### config.mk
export PLATFORM = sky130hd
export DESIGN_NAME = vga_timing_ctrl_flat
export DESIGN_NICKNAME = d
export VERILOG_FILES = /design/src/rtl/vga_timing_pkg.sv /design/src/rtl/vga_timing_ctrl_if.sv /design/src/rtl/vga_mod_counter.sv /design/src/rtl/vga_timing_ctrl.sv /design/src/flat_wrapper.sv
export SDC_FILE = /design/constraint.sdc
export NUM_CORES = 1
export LEC_CHECK = 0
export CORE_ASPECT_RATIO = 0.8
export CORE_UTILIZATION = 41
export CTS_BUF_LIST = sky130_fd_sc_hd__clkbuf_16
export CTS_CLUSTER_DIAMETER = 50
export DETAILED_ROUTE_END_ITERATION = 12
export GPL_TIMING_DRIVEN = 0
export HOLD_SLACK_MARGIN = 0.06
export PLACE_DENSITY = 0.67
export SYNTH_ARGS = -nofsm -noshare
export SYNTH_HDL_FRONTEND = slang
export SYNTH_SLANG_ARGS = --single-unit
### constraint.sdc
create_clock -name vga_clk -period 4 [get_ports vga_clk]
set_input_delay 0.4 -clock vga_clk [delete_from_list [all_inputs] [get_ports vga_clk]]
set_output_delay 0.4 -clock vga_clk [all_outputs]
set_load 0.01 [all_outputs]
### src/rtl/vga_timing_pkg.sv
// Shared 640x480@60 timing constants, pixel/colour types and small helpers
// for the VGA raster timing controller and its pixel-source interface.
package vga_timing_pkg;

  localparam int VGA_H_SYNC  = 96;
  localparam int VGA_H_BACK  = 48;
  localparam int VGA_H_VALID = 640;
  localparam int VGA_H_FRONT = 16;
  localparam int VGA_V_SYNC  = 2;
  localparam int VGA_V_BACK  = 33;
  localparam int VGA_V_VALID = 480;
  localparam int VGA_V_FRONT = 10;
  localparam bit VGA_SYNC_POL = 1'b0;
  localparam int VGA_PIX_LAT  = 1;

  localparam int VGA_H_TOTAL  = VGA_H_SYNC + VGA_H_BACK + VGA_H_VALID + VGA_H_FRONT;
  localparam int VGA_V_TOTAL  = VGA_V_SYNC + VGA_V_BACK + VGA_V_VALID + VGA_V_FRONT;
  localparam int VGA_HA_START = VGA_H_SYNC + VGA_H_BACK;
  localparam int VGA_HA_END   = VGA_HA_START + VGA_H_VALID;
  localparam int VGA_VA_START = VGA_V_SYNC + VGA_V_BACK;
  localparam int VGA_VA_END   = VGA_VA_START + VGA_V_VALID;

  typedef logic [9:0]  pix_coord_t;
  typedef logic [11:0] rgb_t;

  localparam pix_coord_t NO_REQ = 10'h3FF;

  localparam rgb_t RED     = 12'hF00;
  localparam rgb_t GREEN   = 12'h0F0;
  localparam rgb_t BLUE    = 12'h00F;
  localparam rgb_t YELLOW  = 12'hFF0;
  localparam rgb_t CYAN    = 12'h0FF;
  localparam rgb_t MAGENTA = 12'hF0F;
  localparam rgb_t WHITE   = 12'hFFF;
  localparam rgb_t GRAY    = 12'h888;
  localparam rgb_t BLACK   = 12'h000;

  // Half-open interval test [lo, hi)
  function automatic logic in_range(input int val, input int lo, input int hi);
    return (val >= lo) && (val < hi);
  endfunction

endpackage

### src/rtl/vga_timing_ctrl_if.sv
// Pixel-source link: the timing master issues coordinates, the picture
// generator answers with RGB444 data a fixed number of clocks later.
interface vga_timing_ctrl_if;
  import vga_timing_pkg::*;

  pix_coord_t pix_x;
  pix_coord_t pix_y;
  rgb_t       pix_data;

  modport master (output pix_x, output pix_y, input  pix_data);
  modport slave  (input  pix_x, input  pix_y, output pix_data);

endinterface

### src/rtl/vga_mod_counter.sv
// Modulo-MOD enabled counter with a combinational wrap pulse, used for both
// the horizontal (pixel) and vertical (line) raster counters.
module vga_mod_counter #(
  parameter int MOD = 800,
  parameter int W   = $clog2(MOD)
) (
  input  logic         clk_i,
  input  logic         rst_ni,
  input  logic         en_i,
  output logic [W-1:0] count_o,
  output logic         wrap_o
);

  localparam logic [W-1:0] LAST = W'(MOD - 1);

  logic [W-1:0] count_q;
  logic [W-1:0] count_d;

  assign wrap_o  = en_i && (count_q == LAST);
  assign count_o = count_q;

  always_comb begin
    count_d = count_q;
    if (en_i) begin
      count_d = (count_q == LAST) ? '0 : count_q + W'(1);
    end
  end

  always_ff @(posedge clk_i or negedge rst_ni) begin
    if (!rst_ni) begin
      count_q <= '0;
    end else begin
      count_q <= count_d;
    end
  end

endmodule

### src/rtl/vga_timing_ctrl.sv
// VGA raster timing master: sync generation, pixel coordinate requests ahead
// of the visible window by PIX_LAT clocks, and gating of returned pixel data.
module vga_timing_ctrl import vga_timing_pkg::*; #(
  parameter int H_SYNC   = VGA_H_SYNC,
  parameter int H_BACK   = VGA_H_BACK,
  parameter int H_VALID  = VGA_H_VALID,
  parameter int H_FRONT  = VGA_H_FRONT,
  parameter int V_SYNC   = VGA_V_SYNC,
  parameter int V_BACK   = VGA_V_BACK,
  parameter int V_VALID  = VGA_V_VALID,
  parameter int V_FRONT  = VGA_V_FRONT,
  parameter bit SYNC_POL = VGA_SYNC_POL,
  parameter int PIX_LAT  = VGA_PIX_LAT
) (
  input  logic                     vga_clk,
  input  logic                     sys_rst_n,
  vga_timing_ctrl_if.master        pix_if,
  output logic                     hsync,
  output logic                     vsync,
  output logic                     rgb_valid,
  output logic [11:0]              rgb,
  output logic                     frame_start
);

  localparam int H_TOTAL   = H_SYNC + H_BACK + H_VALID + H_FRONT;
  localparam int V_TOTAL   = V_SYNC + V_BACK + V_VALID + V_FRONT;
  localparam int HA_START  = H_SYNC + H_BACK;
  localparam int HA_END    = HA_START + H_VALID;
  localparam int VA_START  = V_SYNC + V_BACK;
  localparam int VA_END    = VA_START + V_VALID;
  localparam int REQ_START = HA_START - PIX_LAT;
  localparam int REQ_END   = HA_END - PIX_LAT;
  localparam int HW        = $clog2(H_TOTAL);
  localparam int VW        = $clog2(V_TOTAL);

  logic [HW-1:0] cnt_h;
  logic [VW-1:0] cnt_v;
  logic          h_wrap;
  logic          unused_v_wrap;

  vga_mod_counter #(.MOD(H_TOTAL), .W(HW)) u_cnt_h (
    .clk_i   (vga_clk),
    .rst_ni  (sys_rst_n),
    .en_i    (1'b1),
    .count_o (cnt_h),
    .wrap_o  (h_wrap)
  );

  vga_mod_counter #(.MOD(V_TOTAL), .W(VW)) u_cnt_v (
    .clk_i   (vga_clk),
    .rst_ni  (sys_rst_n),
    .en_i    (h_wrap),
    .count_o (cnt_v),
    .wrap_o  (unused_v_wrap)
  );

  logic       hsync_q, hsync_d;
  logic       vsync_q, vsync_d;
  logic       rgb_valid_q, rgb_valid_d;
  logic       frame_start_q, frame_start_d;
  pix_coord_t pix_x_q, pix_x_d;
  pix_coord_t pix_y_q, pix_y_d;
  logic       v_act;

  always_comb begin
    v_act         = in_range(int'(cnt_v), VA_START, VA_END);
    hsync_d       = (int'(cnt_h) < H_SYNC) ? SYNC_POL : ~SYNC_POL;
    vsync_d       = (int'(cnt_v) < V_SYNC) ? SYNC_POL : ~SYNC_POL;
    rgb_valid_d   = v_act && in_range(int'(cnt_h), HA_START, HA_END);
    frame_start_d = (cnt_h == '0) && (cnt_v == '0);
    pix_x_d       = NO_REQ;
    pix_y_d       = NO_REQ;
    // Requests run PIX_LAT clocks ahead so data lands on the visible column
    if (v_act && in_range(int'(cnt_h), REQ_START, REQ_END)) begin
      pix_x_d = pix_coord_t'(int'(cnt_h) - REQ_START);
      pix_y_d = pix_coord_t'(int'(cnt_v) - VA_START);
    end
  end

  always_ff @(posedge vga_clk or negedge sys_rst_n) begin
    if (!sys_rst_n) begin
      hsync_q       <= ~SYNC_POL;
      vsync_q       <= ~SYNC_POL;
      rgb_valid_q   <= 1'b0;
      frame_start_q <= 1'b0;
      pix_x_q       <= NO_REQ;
      pix_y_q       <= NO_REQ;
    end else begin
      hsync_q       <= hsync_d;
      vsync_q       <= vsync_d;
      rgb_valid_q   <= rgb_valid_d;
      frame_start_q <= frame_start_d;
      pix_x_q       <= pix_x_d;
      pix_y_q       <= pix_y_d;
    end
  end

  assign hsync        = hsync_q;
  assign vsync        = vsync_q;
  assign rgb_valid    = rgb_valid_q;
  assign frame_start  = frame_start_q;
  assign pix_if.pix_x = pix_x_q;
  assign pix_if.pix_y = pix_y_q;
  assign rgb          = rgb_valid_q ? pix_if.pix_data : BLACK;

endmodule
### src/flat_wrapper.sv
// flat-port wrapper written by rule: the top's interface ports become plain ports
module vga_timing_ctrl_flat import vga_timing_pkg::*;
#(
  parameter int H_SYNC   = VGA_H_SYNC,
  parameter int H_BACK   = VGA_H_BACK,
  parameter int H_VALID  = VGA_H_VALID,
  parameter int H_FRONT  = VGA_H_FRONT,
  parameter int V_SYNC   = VGA_V_SYNC,
  parameter int V_BACK   = VGA_V_BACK,
  parameter int V_VALID  = VGA_V_VALID,
  parameter int V_FRONT  = VGA_V_FRONT,
  parameter bit SYNC_POL = VGA_SYNC_POL,
  parameter int PIX_LAT  = VGA_PIX_LAT
)
  (vga_clk, sys_rst_n, hsync, vsync, rgb_valid, rgb, frame_start, pix_if_pix_x, pix_if_pix_y, pix_if_pix_data);
  vga_timing_ctrl_if pix_if_i ();
  input  logic vga_clk;
  input  logic sys_rst_n;
  output logic hsync;
  output logic vsync;
  output logic rgb_valid;
  output logic [11:0] rgb;
  output logic frame_start;
  output wire logic [$bits(pix_if_i.pix_x)-1:0] pix_if_pix_x;
  output wire logic [$bits(pix_if_i.pix_y)-1:0] pix_if_pix_y;
  input wire logic [$bits(pix_if_i.pix_data)-1:0] pix_if_pix_data;
  assign pix_if_pix_x = pix_if_i.pix_x;
  assign pix_if_pix_y = pix_if_i.pix_y;
  assign pix_if_i.pix_data = pix_if_pix_data;
  vga_timing_ctrl #(.H_SYNC(H_SYNC), .H_BACK(H_BACK), .H_VALID(H_VALID), .H_FRONT(H_FRONT), .V_SYNC(V_SYNC), .V_BACK(V_BACK), .V_VALID(V_VALID), .V_FRONT(V_FRONT), .SYNC_POL(SYNC_POL), .PIX_LAT(PIX_LAT)) u_core (.vga_clk(vga_clk), .sys_rst_n(sys_rst_n), .pix_if(pix_if_i), .hsync(hsync), .vsync(vsync), .rgb_valid(rgb_valid), .rgb(rgb), .frame_start(frame_start));
endmodule
==> impl_metrics.xml <==
<?xml version="1.0" encoding="UTF-8"?>
<metrics>
  <group name="yosys">
    <metric name="yosys_warnings" unit="">0</metric>
    <metric name="fraction_of_synthesized_cell_area_taken_by_the_top_area_cell_type" unit="%">25.75</metric>
    <metric name="ys_types" unit="">38</metric>
    <metric name="synth_enable_flop_cells" unit="">0</metric>
    <metric name="yosys_register_bits" unit="">44</metric>
    <metric name="syn_avg_cell_area" unit="um2">9.845</metric>
    <metric name="synth.most_common_cell" unit="">nand3_1</metric>
    <metric name="netlist.top_cell.by_area" unit="">dfstp_2</metric>
    <metric name="syn-cell-area" unit="mm2">0.002245</metric>
    <metric name="yosys-top-cells-count" unit="">nand3_1, dfrtp_1, dfstp_2</metric>
    <metric name="sequential_to_total_area_share_from_yosys_stat" unit="%">50.28</metric>
    <metric name="post_synth_main_area_contributors" unit="">dfstp_2, dfrtp_1, nand3_1</metric>
    <metric name="synthFlopType" unit="">dfstp_2</metric>
    <metric name="asyncSetResetFlopFracSynth" unit="%">100.0</metric>
    <metric name="postSynthNetCount" unit="">246</metric>
    <metric name="syn_inst" unit="">228</metric>
  </group>
  <group name="power">
    <metric name="sequential_share_of_power" unit="%">52.3</metric>
    <metric name="netSwitchingFraction" unit="%">19.75</metric>
    <metric name="net-switching-power" unit="mW">0.1685</metric>
    <metric name="combinational_power_share" unit="%">2.7</metric>
    <metric name="p_int" unit="mW">0.6848</metric>
    <metric name="powerDensity" unit="mW/mm2">286.8</metric>
    <metric name="worst_vdd_drop" unit="mV">0.1919</metric>
    <metric name="power.leakage" unit="nW">1.216</metric>
    <metric name="p_clk_share" unit="%">45.0</metric>
  </group>
  <group name="timing">
    <metric name="setup_viol_count_final" unit="">0</metric>
    <metric name="fin_tns_setup" unit="ns">0</metric>
    <metric name="slew-limit-headroom" unit="%">62.99</metric>
    <metric name="rsz0062_at_grt" unit="">no</metric>
    <metric name="timing_worst_slew_pin_value" unit="ns">0.5501</metric>
    <metric name="fin_crit" unit="ns">2.233</metric>
    <metric name="final-max-slew-violation-count" unit="">0</metric>
    <metric name="finalHoldViolCount" unit="">0</metric>
    <metric name="share_of_the_clock_period_used_by_the_worst_path_after_layout" unit="%">55.83</metric>
    <metric name="max_freq" unit="GHz">0.4478</metric>
    <metric name="final.setup_skew" unit="ns">0.01009</metric>
  </group>
  <group name="clock_network">
    <metric name="cts_inserted_buffers" unit="">5</metric>
    <metric name="cts-root-buf" unit="">clkbuf_16</metric>
    <metric name="clkSinkCount" unit="">44</metric>
    <metric name="clock_tree_from_tritoncts" unit="">yes</metric>
    <metric name="cts_max_level" unit="">2</metric>
    <metric name="longest_clk_path_bufs" unit="">2</metric>
    <metric name="cts.clk_slew.worst_paths" unit="ns">0.06</metric>
    <metric name="cts_repair_resize_count" unit="">0</metric>
    <metric name="worst_skew_pair.late_latency" unit="ns">0.29</metric>
  </group>
  <group name="critical_path">
    <metric name="category_of_the_worst_setup_path_launch_point" unit="">flop</metric>
    <metric name="worstPathRequired" unit="ns">4.18</metric>
    <metric name="crit_type" unit="">reg -&gt; reg</metric>
    <metric name="critical_path.endpoint_type" unit="">flop</metric>
    <metric name="cp.arrival" unit="ns">2.42</metric>
    <metric name="cp_max_fo" unit="">10</metric>
  </group>
  <group name="worst_hold_path">
    <metric name="hp-class" unit="">in -&gt; async</metric>
  </group>
  <group name="floorplan">
    <metric name="core.rowCount" unit="">23</metric>
    <metric name="fp.dieH" unit="um">68.18</metric>
    <metric name="io_pins" unit="">50</metric>
    <metric name="starting_density" unit="%">43.58</metric>
    <metric name="dieWidth" unit="um">84.73</metric>
    <metric name="design.core.area" unit="mm2">0.005151</metric>
    <metric name="die_area" unit="mm2">0.005777</metric>
  </group>
  <group name="global_route">
    <metric name="grt_overflow_total" unit="">0</metric>
    <metric name="first_global_vias" unit="">1698</metric>
    <metric name="grt_pass1_wl" unit="um">8121</metric>
    <metric name="largest_net_degree_at_the_start_of_global_routing" unit="">32</metric>
    <metric name="antenna_violations_before_repair" unit="">0</metric>
    <metric name="global_route_usage_over_all_layers" unit="%">18.51</metric>
  </group>
  <group name="run_status">
    <metric name="failed_checks" unit="">design-rule violations</metric>
    <metric name="outcome" unit="">complete, but fails checks</metric>
  </group>
  <group name="routing">
    <metric name="final_antenna_net_count" unit="">0</metric>
    <metric name="dr.first_iter.drc_count" unit="">127</metric>
    <metric name="drt_pre_antenna_iters" unit="">9</metric>
    <metric name="avgRoutedWirePerCell" unit="um">13.90</metric>
    <metric name="drcViolationCount" unit="">10</metric>
    <metric name="totalWireLength" unit="um">4850</metric>
    <metric name="avgViaCountPerCell" unit="">5.338</metric>
    <metric name="vias" unit="">1863</metric>
  </group>
  <group name="final_layout">
    <metric name="drive_gt1_share" unit="%">14.29</metric>
    <metric name="nNetsFinal" unit="">304</metric>
    <metric name="layout_filler_cell_count" unit="">432</metric>
    <metric name="num_antenna_cells" unit="">0</metric>
    <metric name="finalCoreUtilization" unit="%">57.76</metric>
    <metric name="synthToLayoutAreaGrowth" unit="%">32.55</metric>
  </group>
  <group name="placement">
    <metric name="io_buf_count" unit="">49</metric>
    <metric name="place_congestion" unit="">0.8820</metric>
    <metric name="place.detailed.hpwl" unit="um">3359</metric>
  </group>
  <group name="run">
    <metric name="drv.max_cap_violation_count" unit="">0</metric>
  </group>
</metrics>
critical path: stages (launching register included):
cell	delay, ns
dfrtp_1	0.48
ha_1	0.34
or4_4	0.56
nor4b_2	0.24
o22a_2	0.20
buf_4	0.18
nand4_1	0.13
through the flow:
stage          hold WS (ns)  power, mW  cell area [um2]  setup slack, ns  std cells
2_1_floorplan        0.1044     0.4536             2245            2.059        228
3_3_place_gp         0.5645     0.4744             2813            1.352        339
3_5_place_dp         0.3229     0.4765             2828            1.792        340
4_1_cts              0.5654     0.8626             2975            1.775        349
5_1_grt              0.5999     0.8874             2975            1.631        349
6_report             0.5484     0.8533             2975            1.767        349
power by group through the flow:
| stage | Combinational [mW] | Clock [mW] | Sequential (mW) |
|---|---|---|---|
| 2_1_floorplan | 0.000000857 | 0 | 0.454 |
| 3_3_place_gp | 0.0210 | 0 | 0.453 |
| 3_5_place_dp | 0.0230 | 0 | 0.454 |
| 4_1_cts | 0.0239 | 0.393 | 0.446 |
| 5_1_grt | 0.0258 | 0.416 | 0.446 |
| 6_report | 0.0227 | 0.384 | 0.446 |
final cells by class:
cell class | instances | area [um2] | share of cell area [%]
buffer | 18 | 80.08 | 2.691
timing repair buffer | 51 | 515.5 | 17.33
clock inverter | 3 | 12.51 | 0.4205
tap | 62 | 77.57 | 2.607
sequential | 44 | 1129 | 37.93
multi-input combinational | 161 | 1017 | 34.19
clock buffer | 5 | 125.1 | 4.205
inverter | 5 | 18.77 | 0.6308
cell families (layout without fill, tap and decap cells):
logic type	after synthesis	after routing	share of synthesized area [%]
buffers and inverters	23	82	4.403
and+or+nand+nor	106	106	26.03
AOI/OAI and AO/OA	34	34	10.42
DFF	44	44	50.28
adders and majority gates	4	4	2.230
xor gates and xnor gates	17	17	6.633
worst paths after layout:
| kind | startpoint | endpoint | slack, ns | cells past startpoint |
|---|---|---|---|---|
| worst max-delay path | u_core.u_cnt_v.count_o[0] | u_core.pix_if.pix_y[4] | 1.77 | 6 |
| worst min-delay path | sys_rst_n | u_core.u_cnt_v.count_o[4] | 0.55 | 2 |
| worst max register to register | u_core.u_cnt_v.count_o[0] | u_core.pix_if.pix_y[4] | 1.77 | 6 |
| worst min register to register | u_core.u_cnt_h.count_o[0] | u_core.u_cnt_h.count_o[0] | 0.58 | 1 |
| max in group asynchronous | sys_rst_n | u_core.pix_if.pix_x[9] | 2.91 | 3 |
| min in group vga_clk | u_core.u_cnt_h.count_o[0] | u_core.u_cnt_h.count_o[0] | 0.58 | 1 |
state kept, by name, indices dropped and copies added (netlist names):
name,cells
u_core.frame_start,1
u_core.hsync,1
u_core.pix_if.pix_x,10
u_core.pix_if.pix_y,10
u_core.rgb_valid,1
u_core.u_cnt_h.count_o,10
u_core.u_cnt_v.count_o,10
u_core.vsync,1
per-layer routing:
metal,part of all wire [%],GRT usage (%),vias up
met5,0,0,-
li1,-,-,916
met2,42,28.05,67
met3,7.5,4.704,7
met4,1.3,8.686,0
met1,49,25.21,873
cells in the final DEF (no fill, tap or decap), types with 4 or more instances in the layout:
cell             instances
and2_1                  14
nand3_1                 27
buf_2                    5
xor2_1                   6
and4_1                   4
ha_1                     4
nand4_1                  6
clkdlybuf4s50_1         48
a21oi_1                  5
dfstp_2                 22
nor4_1                   4
dfrtp_1                 22
xnor2_1                 11
clkbuf_1                 9
nand2_1                 14
or3_1                    5
nor2_1                  11
nor3_1                   8
clkbuf_16                5
o21ai_0                 13
inv_1                    7
repair_timing:
action,in CTS,in global routing
hold buffers,1,0
buffers inserted,0,0
endpoints found under the setup margin,0,0
endpoints found under the hold margin,9,0
(Power assumes the default switching activity.)
